--- src/rtl/core_boot_controller.sv ---
// Run controller for one RISC-V core and its shared BRAM: loads a program image through
// port A, holds the core in reset, then supervises the run until a done write or timeout.
module core_boot_controller #(
    parameter int unsigned                   ADDR_WIDTH      = 10,
    parameter int unsigned                   DATA_WIDTH      = 32,
    parameter int unsigned                   CORE_ADDR_WIDTH = 14,
    parameter logic [CORE_ADDR_WIDTH-1:0]    DONE_ADDR       = 14'h3FF,
    parameter logic [DATA_WIDTH-1:0]         PASS_VALUE      = 32'h1,
    parameter int unsigned                   RST_HOLD_CYCLES = 6,
    parameter int unsigned                   TIMEOUT_CYCLES  = 1000000
) (
    input  logic                       clk,
    input  logic                       reset,
    input  logic                       i_start,
    input  logic                       i_load_valid,
    output logic                       o_load_ready,
    input  logic [DATA_WIDTH-1:0]      i_load_data,
    input  logic                       i_load_last,
    output logic                       o_core_reset,
    input  logic [CORE_ADDR_WIDTH-1:0] i_core_addr,
    input  logic [DATA_WIDTH-1:0]      i_core_wr_data,
    input  logic [3:0]                 i_core_wr_en,
    output logic [ADDR_WIDTH-1:0]      o_bram_addr,
    output logic [DATA_WIDTH-1:0]      o_bram_wr_data,
    output logic [3:0]                 o_bram_wr_en,
    output logic                       o_busy,
    output logic                       o_done,
    output logic                       o_pass,
    output logic                       o_timeout,
    output logic                       o_load_trunc,
    output logic [31:0]                o_cycle_count,
    output logic [DATA_WIDTH-1:0]      o_result
);

    localparam int unsigned HOLD_W = (RST_HOLD_CYCLES > 1) ? $clog2(RST_HOLD_CYCLES) : 1;
    localparam int unsigned CNT_W  = 32;

    typedef enum logic [2:0] {
        ST_IDLE,
        ST_LOAD,
        ST_RST_HOLD,
        ST_RUN,
        ST_DONE,
        ST_TIMEOUT
    } state_e;

    state_e                  state_q, state_d;
    logic [ADDR_WIDTH-1:0]   ptr_q, ptr_d;
    logic [HOLD_W-1:0]       hold_q, hold_d;
    logic [ADDR_WIDTH-1:0]   ld_addr_q, ld_addr_d;
    logic [DATA_WIDTH-1:0]   ld_data_q, ld_data_d;
    logic [3:0]              ld_we_q, ld_we_d;
    logic                    ready_q, ready_d;
    logic                    core_rst_q, core_rst_d;
    logic                    busy_q, busy_d;
    logic                    done_q, done_d;
    logic                    pass_q, pass_d;
    logic                    timeout_q, timeout_d;
    logic                    trunc_q, trunc_d;
    logic [CNT_W-1:0]        count_q, count_d;
    logic [DATA_WIDTH-1:0]   result_q, result_d;
    logic                    done_evt;

    assign done_evt = (i_core_addr == DONE_ADDR) && (|i_core_wr_en);

    always_ff @(posedge clk or posedge reset) begin
        if (reset) begin
            state_q    <= ST_IDLE;
            ptr_q      <= '0;
            hold_q     <= '0;
            ld_addr_q  <= '0;
            ld_data_q  <= '0;
            ld_we_q    <= '0;
            ready_q    <= 1'b0;
            core_rst_q <= 1'b1;
            busy_q     <= 1'b0;
            done_q     <= 1'b0;
            pass_q     <= 1'b0;
            timeout_q  <= 1'b0;
            trunc_q    <= 1'b0;
            count_q    <= '0;
            result_q   <= '0;
        end else begin
            state_q    <= state_d;
            ptr_q      <= ptr_d;
            hold_q     <= hold_d;
            ld_addr_q  <= ld_addr_d;
            ld_data_q  <= ld_data_d;
            ld_we_q    <= ld_we_d;
            ready_q    <= ready_d;
            core_rst_q <= core_rst_d;
            busy_q     <= busy_d;
            done_q     <= done_d;
            pass_q     <= pass_d;
            timeout_q  <= timeout_d;
            trunc_q    <= trunc_d;
            count_q    <= count_d;
            result_q   <= result_d;
        end
    end

    always_comb begin
        state_d   = state_q;
        ptr_d     = ptr_q;
        hold_d    = hold_q;
        ld_addr_d = ld_addr_q;
        ld_data_d = ld_data_q;
        ld_we_d   = '0;
        pass_d    = pass_q;
        timeout_d = timeout_q;
        trunc_d   = trunc_q;
        count_d   = count_q;
        result_d  = result_q;

        unique case (state_q)
            ST_IDLE, ST_DONE, ST_TIMEOUT: begin
                if (i_start) begin
                    state_d   = ST_LOAD;
                    ptr_d     = '0;
                    pass_d    = 1'b0;
                    timeout_d = 1'b0;
                    trunc_d   = 1'b0;
                    count_d   = '0;
                    result_d  = '0;
                end
            end
            ST_LOAD: begin
                if (i_load_valid) begin
                    ld_addr_d = ptr_q;
                    ld_data_d = i_load_data;
                    ld_we_d   = 4'hF;
                    hold_d    = '0;
                    // The pointer saturates at the last word so a truncated image never wraps.
                    if (ptr_q != '1) begin
                        ptr_d = ptr_q + ADDR_WIDTH'(1);
                    end
                    if (i_load_last) begin
                        state_d = ST_RST_HOLD;
                    end else if (ptr_q == '1) begin
                        state_d = ST_RST_HOLD;
                        trunc_d = 1'b1;
                    end
                end
            end
            ST_RST_HOLD: begin
                if (hold_q == HOLD_W'(RST_HOLD_CYCLES - 1)) begin
                    state_d = ST_RUN;
                end else begin
                    hold_d = hold_q + HOLD_W'(1);
                end
            end
            ST_RUN: begin
                if (count_q != '1) begin
                    count_d = count_q + CNT_W'(1);
                end
                // A done write in the final timeout cycle still counts as completion.
                if (done_evt) begin
                    state_d  = ST_DONE;
                    result_d = i_core_wr_data;
                    pass_d   = (i_core_wr_data == PASS_VALUE);
                end else if (count_q == CNT_W'(TIMEOUT_CYCLES - 1)) begin
                    state_d   = ST_TIMEOUT;
                    timeout_d = 1'b1;
                end
            end
            default: state_d = ST_IDLE;
        endcase

        ready_d    = (state_d == ST_LOAD);
        core_rst_d = (state_d != ST_RUN);
        busy_d     = (state_d == ST_LOAD) || (state_d == ST_RST_HOLD) || (state_d == ST_RUN);
        done_d     = (state_d == ST_DONE) || (state_d == ST_TIMEOUT);
    end

    // Core accesses bypass the load registers so RUN adds no latency on port A.
    always_comb begin
        o_bram_addr    = ld_addr_q;
        o_bram_wr_data = ld_data_q;
        o_bram_wr_en   = ld_we_q;
        if (state_q == ST_RUN) begin
            o_bram_addr    = i_core_addr[ADDR_WIDTH-1:0];
            o_bram_wr_data = i_core_wr_data;
            o_bram_wr_en   = i_core_wr_en;
        end
    end

    assign o_load_ready  = ready_q;
    assign o_core_reset  = core_rst_q;
    assign o_busy        = busy_q;
    assign o_done        = done_q;
    assign o_pass        = pass_q;
    assign o_timeout     = timeout_q;
    assign o_load_trunc  = trunc_q;
    assign o_cycle_count = count_q;
    assign o_result      = result_q;

endmodule

--- config.mk ---
export PLATFORM = sky130hd
export DESIGN_NAME = core_boot_controller
export DESIGN_NICKNAME = d
export VERILOG_FILES = /design/src/rtl/core_boot_controller.sv
export SDC_FILE = /design/constraint.sdc
export NUM_CORES = 1
export LEC_CHECK = 0
export ABC_CLOCK_PERIOD_IN_PS = 10200
export BUFFER_PORTS_ARGS = -buffer_cell sky130_fd_sc_hd__buf_4
export CORE_ASPECT_RATIO = 1.4
export CORE_MARGIN = 8
export CORE_UTILIZATION = 57
export CTS_BUF_LIST = sky130_fd_sc_hd__clkbuf_8
export DETAILED_ROUTE_END_ITERATION = 10
export PLACE_DENSITY = 0.88
export SETUP_SLACK_MARGIN = 0.3
export SLEW_MARGIN = 5
export SYNTH_ARGS = -nofsm -noshare
export SYNTH_HDL_FRONTEND = slang
export SYNTH_SLANG_ARGS = --single-unit
--- constraint.sdc ---
create_clock -name clk -period 10.2 [get_ports clk]
set_input_delay 1.53 -clock clk [delete_from_list [all_inputs] [get_ports clk]]
set_output_delay 1.53 -clock clk [all_outputs]
set_load 0.01 [all_outputs]
Word-level counts from Yosys, hierarchy flattened
Index checks and enable logic that the tools add are counted.
Word-level totals
  flip-flop bits (word level): 133
  word-level logic and storage cells: 98
  output and inout bits: 117
  bits of input ports: 87
Cells by class
  add/subtract/negate cells: 3
  reductions and logical operators: 17
  equal/unequal tests: 28
  mux-type cells: 35
Operators by type and width (count)
  $mux W32: 4
  $pmux W32 S2: 2
  $mux W10: 4
  $add A32 B1 Y32 const B: 1
  $eq A32 B1 Y1 const B: 1
  $eq A32 B20 Y1 const B: 1
  $ne A32 B32 Y1 const B: 1
  $mux W3: 9
  $ne A2 B2 Y1 const B: 10
  $pmux W10 S2: 1
  $eq A3 B3 Y1 const B: 5
  $eq A14 B10 Y1 const B: 1
  $eq A3 B2 Y1 const B: 4
  $mux W4: 3
  $pmux W3 S4: 1
  $add A10 B1 Y10 const B: 1
  $eq A10 B10 Y1 const B: 1
  $ne A10 B10 Y1 const B: 1
  $reduce_and A3 Y1: 3
  $reduce_and A4 Y1: 2
  $mux W1: 7
  $eq A3 B1 Y1 const B: 2
  $pmux W1 S2: 3
  $pmux W3 S2: 1
  other kinds (10): 14

Depth between registers and ports, before layout
Gate-level depths: netlist of run 1.
  depth in word-level cells: 8
  depth in mapped cells: 9

Least setup slack after synthesis of run 1
OpenSTA, ideal clock, no wires.
  kind: input to output
  start: input i_core_wr_data[0]
  end: output o_bram_wr_data[0]
  arrival: 1.691 ns
  path slack: 6.979 ns
  path buffers: 0
  stages on the path: 2
  required time: 8.670 ns
  path through: nand2_1 > nand2_1
On the way
  longest elaborated chain between the ends: 1
RTL lines
  start: declaration: line 21  | input logic [DATA_WIDTH-1:0] i_core_wr_data,
  $mux W32: line 180  | if (state_q == ST_RUN) begin
  end: declaration: line 24  | output logic [DATA_WIDTH-1:0] o_bram_wr_data,
No other way between the ends.

Final worst setup path of run 1
  start: register state_q[1]
  end: output o_bram_wr_data[6]
On the way
  longest elaborated chain between the ends: 2
RTL lines
  start: declaration: line 47  | state_e state_q, state_d;
  start signal: assignment: line 84  | state_q <= state_d;
  $eq A3 B2 Y1: line 180
  $mux W32: line 180
No other way between the ends.

==> results of run 1 <==
## through the flow
stage | hold slack (ps) | area, µm² | setup slack (ps)
floorplan | 475 | 6470 | 5200
global placement | 464 | 8070 | 6600
detailed placement | 472 | 8070 | 6470
CTS | 491 | 8490 | 6100
global route | 513 | 8490 | 5870
finish | 485 | 8490 | 6100
## registers in the layout (all words and copies together), names as in the netlist, 3 cells and up
name and flops:
o_result 32, ld_data_q 32, ptr_q 10, state_q 3, hold_q 3, ld_addr_q 10
o_cycle_count 32
## area by class of cell
type	count	area, µm²
inverters	8	32.5
repair buffers	207	1550
well taps	144	180
multi-input cells	513	3050
clock buffers	17	234
flip-flops and latches	130	3250
fillers	796	2740
clock inverters	15	185
## cells by family after synthesis
group,after synthesis,synth area share
AND/OR/NAND/NOR,344,0.267
flip-flops,130,0.503
AO/OA/AOI/OAI,111,0.101
buffers and inverters,46,0.0317
multiplexers,43,0.0746
XOR/XNOR,11,0.0149
adder cells (fa/ha/maj),4,0.00773
## worst max path at each step
stage,from,to,slack [ps],cells after the start
3_3_place_gp,i_core_addr[11],o_pass$_DFFE_PP0P_,6600,7
6_report,state_q[1]$_DFF_PP0_,o_bram_wr_data[6],6100,5
2_1_floorplan,reset,hold_q[0]$_DFFE_PP0P_,5200,1
5_1_grt,state_q[0]$_DFF_PP0_,o_bram_wr_en[0],5870,5
3_5_place_dp,i_core_addr[11],o_pass$_DFFE_PP0P_,6470,7
4_1_cts,state_q[0]$_DFF_PP0_,o_bram_wr_en[0],6100,5
## metal layers
metal / wire length [µm] / global-route usage / up-vias
met2: 9970 / 0.447 / 336
met3: 1780 / 0.102 / 72
met5: 0 / 0 / -
met1: 7080 / 0.260 / 3014
met4: 799 / 0.141 / 0
li1: - / - / 2828
## layout by cell type (no fill, tap or decap), types with 5 or more instances in the layout
cell type,instances
sky130_fd_sc_hd__a21oi_1,26
sky130_fd_sc_hd__buf_4,207
sky130_fd_sc_hd__nor2_1,19
sky130_fd_sc_hd__or4_1,13
sky130_fd_sc_hd__nand2_1,191
sky130_fd_sc_hd__inv_1,7
sky130_fd_sc_hd__nor3_1,7
sky130_fd_sc_hd__nand4_1,24
sky130_fd_sc_hd__o31ai_1,17
sky130_fd_sc_hd__or3_1,13
sky130_fd_sc_hd__clkbuf_8,17
sky130_fd_sc_hd__nor4_1,15
sky130_fd_sc_hd__nand3_1,17
sky130_fd_sc_hd__clkinvlp_4,5
sky130_fd_sc_hd__and3_1,9
sky130_fd_sc_hd__and4_1,7
sky130_fd_sc_hd__o21ai_0,47
sky130_fd_sc_hd__dfrtp_1,129
sky130_fd_sc_hd__xor2_1,10
sky130_fd_sc_hd__mux2_2,42
## power by group through the flow
stage | Clock, mW | Combinational (mW) | Sequential [mW]
after CTS | 0.468 | 0.967 | 0.782
after global placement | 0 | 0.935 | 0.777
after detailed placement | 0 | 0.962 | 0.788
after floorplan | 0 | 0.485 | 0.794
final | 0.461 | 0.962 | 0.783
after global routing | 0.489 | 1.05 | 0.802
## critical path: stages (launching register included)
cell,delay [ps]
sky130_fd_sc_hd__dfrtp_1,590
sky130_fd_sc_hd__and3b_2,580
sky130_fd_sc_hd__buf_4,530
sky130_fd_sc_hd__nand2_1,170
sky130_fd_sc_hd__nand2_1,100
sky130_fd_sc_hd__buf_4,130
==> flow_summary.ini, run 1 <==
[setup_path]
r2r_slack_ps = 7120
crit_path_start_kind = flip-flop
timing.critical_path.required_ps = 8670
worstPathMaxFanout = 43
worst_r2r_path_depth = 5
worst_r2r_endpoint = o_cycle_count[5]$_DFFE_PP0P_
cp-end-kind = output port
rr_startpoint = state_q[1]$_DFF_PP0_
arrival_ps = 2570
worstSetupPathType = reg2out

[die]
die-width_um = 106
std_cell_rows = 46
core-area_mm2 = 0.0112
die_area_mm2 = 0.0151
start_util = 0.577
ioPinCount = 204
fp.dieH_um = 142

[clock_network]
cts-resized-gates = 0
h-tree-depth = 4
post-cts-setup-buffers = 0
cts_buffers = 17
cts-root-buf = sky130_fd_sc_hd__clkbuf_8
clk_latency_ps = 450
cts_hold_bufs = 0
cts.sinks = 130
cts.reportedPaths.clkPinSlew_ps = 80
cts-root-to-sink-buffers = 2
tritoncts_clock_tree = yes

[yosys]
synth.top_cells.by_area = sky130_fd_sc_hd__dfrtp_1, sky130_fd_sc_hd__nand2_1, sky130_fd_sc_hd__mux2_2, sky130_fd_sc_hd__o21ai_0, sky130_fd_sc_hd__nand4_1
synth.top_cell.area_share = 0.499
synthArstFlopShare = 1.00
synthesis.area_mm2 = 0.00647
synth_most_common_cell = sky130_fd_sc_hd__nand2_1
synth_top_flop_cell = sky130_fd_sc_hd__dfrtp_1
synthCells = 689
synth.distinct_cells = 58
post_synth_most_frequent_cells = sky130_fd_sc_hd__nand2_1, sky130_fd_sc_hd__dfrtp_1, sky130_fd_sc_hd__o21ai_0
synthDominantAreaCellType = sky130_fd_sc_hd__dfrtp_1
number_of_flops_mapped_to_enable_cells_by_yosys = 0
synth.net_count = 780
ys_ff_latch = 130
synth.avg_cell_area_um2 = 9.39
yosys_warns = 0
seq_area_frac_synth = 0.503

[global_route]
grt_start_max_net_pins = 67
first_global_vias = 6497
grt.total_usage = 0.259
antenna_found_initial = 0
grt_first_pass_wirelength_mm = 31.2
grt_overflow = 0

[routing]
wl_mm = 19.6
vias = 6250
drt-vias-per-instance = 6.04
firstDrtPassIters = 5
remaining_drc_errors = 0
post_drt_wl_per_cell_um = 19.0
drt_first_iter_violations = 318
antenna_left = 0

[power_and_ir_drop]
p_leak_nw = 4.20
cellPowerDensity_mw_per_mm2 = 260
pwr-share-seq = 0.355
p_sw_frac = 0.387
internal_power_mw = 1.35
pwr-share-clk = 0.209
switching_pwr_mw = 0.854
power_frac_comb = 0.436
ir_worst_vdd_uv = 198
total_power_mw = 2.21

[timing]
layout_worst_path_cycle_share = 0.402
fin_setup_tns_ps = 0
final.setup_skew_ps = 13.1
max-slew-margin-rel = 0.205
max_clock_freq_ghz = 0.244
slew_of_the_pin_with_the_lowest_slew_margin_ps = 1180
hold_violations = 0
setup-violations-final = 0
period_needed_ps = 4100
rsz0062_at_grt = false
timing_max_transition_violations_final = 0

[placement]
placement.io_buffers = 203
place.detailed.instances = 1002
finalWeightedCongestion = 0.888
place_hpwl_mm = 14.3

[finish]
layout-drive-gt1-share = 0.345
area.growth.synth_to_final_pct = 31.1
antenna_cells = 0
layout.core_utilization = 0.756
instances_no_fill = 1034
final_net_count = 968

[hold_path]
timing.hold.worst.class = reg2reg
hold_depth = 2
timing.hold.worst_endpoint = o_result[20]$_DFFE_PP0P_
hold_path.startpoint = o_result[20]$_DFFE_PP0P_

[status]
status = completed

[run]
drv.max_cap_violation_count = 0
Note: power is estimated with default switching activity, not from simulation.
==> run 2: changes to the inputs <==
- ABC_AREA: default -> 1
- ABC_CLOCK_PERIOD_IN_PS: 10200 -> 3900
- CORE_UTILIZATION: 57 -> 54
- PLACE_DENSITY: 0.88 -> 0.82
- clock period: 10.2 -> 3.9 ns (I/O delays scaled with it)
==> flow_summary.ini, run 2 <==
[timing]
hold_violations = 0
max-slew-margin-rel = 0.369
timing_max_transition_violations_final = 0
period_needed_ps = 2810
fin_setup_tns_ps = 0
finalWorstSetupSlack_ps = 1090
slew_of_the_pin_with_the_lowest_slew_margin_ps = 944
max_clock_freq_ghz = 0.356
rsz0062_at_grt = false
final.setup_skew_ps = 17.3
setup-violations-final = 0
layout_worst_path_cycle_share = 0.721

[routing]
vias = 7466
drt-vias-per-instance = 5.24
wl_mm = 22.9
drt_first_iter_violations = 618
antenna_left = 0
firstDrtPassIters = 5
remaining_drc_errors = 0
post_drt_wl_per_cell_um = 16.0

[yosys]
post_synthesis_compound_gate_area_fraction = 0.0867
synthCells = 1035
synth.distinct_cells = 34
seq_area_frac_synth = 0.450
synth_top_flop_cell = sky130_fd_sc_hd__dfrtp_1
ys_ff_latch = 130
mux_share_of_post_synthesis_cell_area = 0
synth.net_count = 1126
synth_most_common_cell = sky130_fd_sc_hd__nand2_1
synthesis.area_mm2 = 0.00723
synth.avg_cell_area_um2 = 6.99
number_of_flops_mapped_to_enable_cells_by_yosys = 0
synth_adder_area_share = 0.00692
post_synth_most_frequent_cells = sky130_fd_sc_hd__nand2_1, sky130_fd_sc_hd__dfrtp_1, sky130_fd_sc_hd__nor2_1
synth.top_cells.by_area = sky130_fd_sc_hd__dfrtp_1, sky130_fd_sc_hd__nand2_1, sky130_fd_sc_hd__nand3_1, sky130_fd_sc_hd__nor2_1, sky130_fd_sc_hd__inv_1
yosys.area_share.xor_xnor = 0.0157
yosys_warns = 0
synthArstFlopShare = 1.00
synthDominantAreaCellType = sky130_fd_sc_hd__dfrtp_1
synth_top_family_by_area = simple AND/OR/NAND/NOR gates
post_synth_and_or_nand_nor_area_fraction = 0.356
synth.top_cell.area_share = 0.446

[global_route]
grt_overflow = 0
grt_start_max_net_pins = 68
grt.total_usage = 0.267
antenna_found_initial = 0
first_global_vias = 7287
grt_first_pass_wirelength_mm = 36.4

[power_and_ir_drop]
ir_worst_vdd_uv = 430
p_leak_nw = 4.90
cellPowerDensity_mw_per_mm2 = 682

[setup_path]
arrival_ps = 2230
crit_path_start_kind = flip-flop
timing.critical_path.required_ps = 3310
worstSetupPathType = reg2out
cp-end-kind = output port
worstPathMaxFanout = 23

[clock_network]
cts_buffers = 17
cts.sinks = 130
tritoncts_clock_tree = yes
cts-resized-gates = 0
cts.reportedPaths.clkPinSlew_ps = 80
cts-root-to-sink-buffers = 2
h-tree-depth = 4
cts-root-buf = sky130_fd_sc_hd__clkbuf_8
post-cts-setup-buffers = 0
clk_latency_ps = 440
cts_hold_bufs = 0

[placement]
placement.cell_area_mm2 = 0.00891
dpl_worst_slack_ps = 1340
place.detailed.instances = 1393
place_hpwl_mm = 17.4
placement.io_buffers = 203
finalWeightedCongestion = 0.940

[finish]
final_cell_mix = sky130_fd_sc_hd__nand2_1, sky130_fd_sc_hd__buf_4, sky130_fd_sc_hd__dfrtp_1
most_common_cell_after_layout_fill_and_taps_aside = sky130_fd_sc_hd__nand2_1
instances_no_fill = 1425
fillerInstances = 1142
layout-drive-gt1-share = 0.216
area.growth.synth_to_final_pct = 29.7
antenna_cells = 0
layout.core_utilization = 0.707
fin_area_mm2 = 0.00938
final_net_count = 1321

[die]
core-area_mm2 = 0.0133
die_area_mm2 = 0.0174
std_cell_rows = 50
start_util = 0.545
fp.dieH_um = 153
die-width_um = 114
ioPinCount = 204

[status]
status = completed

[run]
drv.max_cap_violation_count = 0

[hold_path]
timing.hold.worst.class = in2async
==> run 2: cell count changes in the layout (fill, tap and decap cells not counted), moves of 22 or more <==
cell and delta:
sky130_fd_sc_hd__nand2_1 +183, sky130_fd_sc_hd__nand3_1 +77, sky130_fd_sc_hd__inv_1 +101, sky130_fd_sc_hd__nor2_1 +90, sky130_fd_sc_hd__mux2_2 -42, sky130_fd_sc_hd__o21ai_0 +24, sky130_fd_sc_hd__a21oi_1 -22
==> run 2: logic make-up (layout without fill, tap and decap cells) <==
logic type	Yosys count	count (layout)
compound gates	114	114
flops	130	130
simple gates	621	621
fa+ha+maj	4	4
xor+xnor	13	13
buf+inv	153	361
==> run 2: stage by stage <==
step                hold WS (ps)  power [mW]
floorplan                    449        3.72
global placement             462        5.02
detailed placement           465        5.07
CTS                          308        6.44
global route                 333        6.81
finish                       328        6.40
==> run 2: layout make-up <==
type                    count  area, µm²  area share
multi-input cells         752       3360       0.358
flip-flops and latches    130       3250       0.347
repair buffers            214       1630       0.174
inverters                 115        435      0.0464
clock buffers              19        262      0.0279
well taps                 182        228      0.0243
clock inverters            13        206      0.0220
==> run 2: worst paths after layout <==
path	start	endpoint	slack, ps	cells after the start
max	state_q[2]$_DFF_PP0_	o_bram_wr_en[2]	1090	8
min	reset	o_cycle_count[17]$_DFFE_PP0P_	330	2
max reg2reg	state_q[2]$_DFF_PP0_	o_cycle_count[7]$_DFFE_PP0P_	1310	11
min reg2reg	ld_data_q[2]$_DFFE_PP0P_	ld_data_q[2]$_DFFE_PP0P_	490	2
max in group asynchronous	reset	o_core_reset$_DFF_PP1_	2650	3
min in group clk	i_load_data[3]	ld_data_q[3]$_DFFE_PP0P_	330	3
==> run 2: where the power goes <==
part / switching [mW] / internal (mW)
logic: 1.72 / 1.19
clock network: 0.551 / 0.796
registers: 0.358 / 1.79
total: 2.63 / 3.77
==> run 2: per-layer routing <==
layer,routed length (µm),up-vias,GRT usage
met5,0,-,0
met4,1130,0,0.151
met3,1750,61,0.0690
met2,11600,308,0.459
met1,8350,3457,0.289
li1,-,3640,-
==> run 2: critical path, stage by stage, from the launching register on <==
cell	delay, ps
sky130_fd_sc_hd__dfrtp_1	420
sky130_fd_sc_hd__inv_2	70
sky130_fd_sc_hd__nand2_2	120
sky130_fd_sc_hd__nor2_4	60
sky130_fd_sc_hd__inv_2	330
sky130_fd_sc_hd__buf_4	330
sky130_fd_sc_hd__nand2_1	160
sky130_fd_sc_hd__o21ai_0	140
sky130_fd_sc_hd__buf_4	160
==> run 3: changes to the inputs <==
- ABC_AREA: 1 -> 0
- ABC_CLOCK_PERIOD_IN_PS: 3900 -> 2500
- CORE_UTILIZATION: 54 -> 48
- PLACE_DENSITY: 0.82 -> 0.79
- clock period: 3.9 -> 2.5 ns (I/O delays scaled with it)
==> flow_summary.ini, run 3 (synthesis gave the netlist of run 1 again) <==
[status]
status = completed

[die]
start_util = 0.488
fp.dieH_um = 153
std_cell_rows = 50
die-width_um = 114
die_area_mm2 = 0.0175
core-area_mm2 = 0.0133
ioPinCount = 204

[finish]
fillerInstances = 1093
layout-drive-gt1-share = 0.389
layout.core_utilization = 0.680
final_cell_mix = sky130_fd_sc_hd__buf_4, sky130_fd_sc_hd__nand2_1, sky130_fd_sc_hd__dfrtp_1
most_common_cell_after_layout_fill_and_taps_aside = sky130_fd_sc_hd__buf_4
area.growth.synth_to_final_pct = 39.4
final_net_count = 1011
antenna_cells = 0

[clock_network]
h-tree-depth = 4
cts-root-buf = sky130_fd_sc_hd__clkbuf_8
cts-root-to-sink-buffers = 2
cts_buffers = 17
cts.sinks = 130
tritoncts_clock_tree = yes
cts.reportedPaths.clkPinSlew_ps = 80
clk_latency_ps = 430

[routing]
vias = 6193
wl_mm = 20.1
firstDrtPassIters = 4
drt-vias-per-instance = 5.55
remaining_drc_errors = 0
antenna_left = 0
drt_first_iter_violations = 391
post_drt_wl_per_cell_um = 18.0

[global_route]
grt_first_pass_wirelength_mm = 31.3
first_global_vias = 6233
antenna_found_initial = 0
grt.total_usage = 0.223
grt_start_max_net_pins = 47
grt_overflow = 0

[power_and_ir_drop]
internal_power_mw = 5.75
power_frac_comb = 0.484
p_leak_nw = 4.45
cellPowerDensity_mw_per_mm2 = 1040
pwr-share-seq = 0.337
p_sw_frac = 0.385
ir_worst_vdd_uv = 728
switching_pwr_mw = 3.59
pwr-share-clk = 0.179

[placement]
dpl_worst_slack_ps = 193
place_hpwl_mm = 14.5
placement.io_buffers = 203
finalWeightedCongestion = 0.823

[setup_path]
crit_path_start_kind = flip-flop
r2r_slack_ps = 350
worstPathMaxFanout = 16
worstSetupPathType = reg2out
slowest_stage = sky130_fd_sc_hd__dfrtp_1
critical_path.cell_chain = and3b_2 > buf_6 > buf_12 > nand2_1 > nand2_2 > buf_4
cp-end-kind = output port
timing.critical_path.required_ps = 2120
critical_path.max_stage_delay_ps = 430
arrival_ps = 1800

[timing]
hold_violations = 0
rsz0062_at_grt = true
slew_of_the_pin_with_the_lowest_slew_margin_ps = 536
fin_setup_tns_ps = 0
max-slew-margin-rel = 0.642
max_clock_freq_ghz = 0.459
timing_max_transition_violations_final = 0
final.setup_skew_ps = 16.1
layout_worst_path_cycle_share = 0.871
setup-violations-final = 0
finalWorstSetupSlack_ps = 324
period_needed_ps = 2180

[hold_path]
timing.hold.worst.class = in2reg

[run]
drv.max_cap_violation_count = 0
run 3: cell count changes in the layout (fill, tap and decap cells not counted), moves of 24 or more:
cell	before	now
sky130_fd_sc_hd__nand3_1	94	16
sky130_fd_sc_hd__nand2_1	374	189
sky130_fd_sc_hd__nor2_1	109	19
sky130_fd_sc_hd__mux2_2	0	42
sky130_fd_sc_hd__o21ai_0	71	47
sky130_fd_sc_hd__inv_1	108	8
run 3: per-stage QoR:
step                      std cells  total power, mW  hold WS, ps  instance area (µm²)
final                          1115             9.34          171                 9020
after global routing           1115             9.93          139                 9020
after CTS                      1097             9.06          142                 8760
after global placement         1058             7.15          450                 8300
after floorplan                 689             5.22          475                 6470
after detailed placement       1058             7.24          459                 8300
run 3: area by class of cell:
| type | instances | area [µm²] | area share |
|---|---|---|---|
| clock inverter | 15 | 136 | 0.0151 |
| inverter | 8 | 33.8 | 0.00374 |
| clock buffer | 17 | 234 | 0.0259 |
| sequential | 130 | 3260 | 0.361 |
| tap | 182 | 228 | 0.0252 |
| multi-input combinational | 513 | 3100 | 0.344 |
| timing repair buffer | 250 | 2030 | 0.225 |
run 3: what timing repair did:
action,4_1_cts,5_1_grt
endpoints found under the hold margin,18,0
buffers inserted,6,14
hold buffers,1,0
endpoints found under the setup margin,58,78
pin swaps,3,1
cloned,0,4
gates resized for setup,11,20
run 3: layer usage:
metal | track usage | share of wire | up-vias
met5 | 0 | 0 | -
met4 | 0.104 | 0.028 | 0
met3 | 0.0729 | 0.082 | 37
met2 | 0.389 | 0.52 | 258
met1 | 0.236 | 0.37 | 2988
li1 | - | - | 2910
run 3: final timing paths:
| check | from | to | cells past startpoint |
|---|---|---|---|
| max | state_q[2]$_DFF_PP0_ | o_bram_wr_data[16] | 6 |
| min | i_load_data[20] | ld_data_q[20]$_DFFE_PP0P_ | 2 |
| max reg2reg | o_cycle_count[3]$_DFFE_PP0P_ | o_cycle_count[25]$_DFFE_PP0P_ | 5 |
| min reg2reg | o_result[27]$_DFFE_PP0P_ | o_result[27]$_DFFE_PP0P_ | 2 |
| max in group asynchronous | reset | o_core_reset$_DFF_PP1_ | 4 |
| min in group asynchronous | reset | o_result[23]$_DFFE_PP0P_ | 3 |
run 3: power groups by stage:
stage | Sequential, mW | Combinational (mW) | Clock [mW]
2_1_floorplan | 3.24 | 1.98 | 0
3_3_place_gp | 3.16 | 4.00 | 0
3_5_place_dp | 3.19 | 4.06 | 0
4_1_cts | 3.15 | 4.19 | 1.72
5_1_grt | 3.24 | 4.90 | 1.79
6_report | 3.15 | 4.52 | 1.68
run 3: worst max-delay path, delay by kind of cell (launching register included):
family,cells,cell delay (ps)
flip-flops,1,430
buffers and inverters,3,390
AND/OR/NAND/NOR,3,550
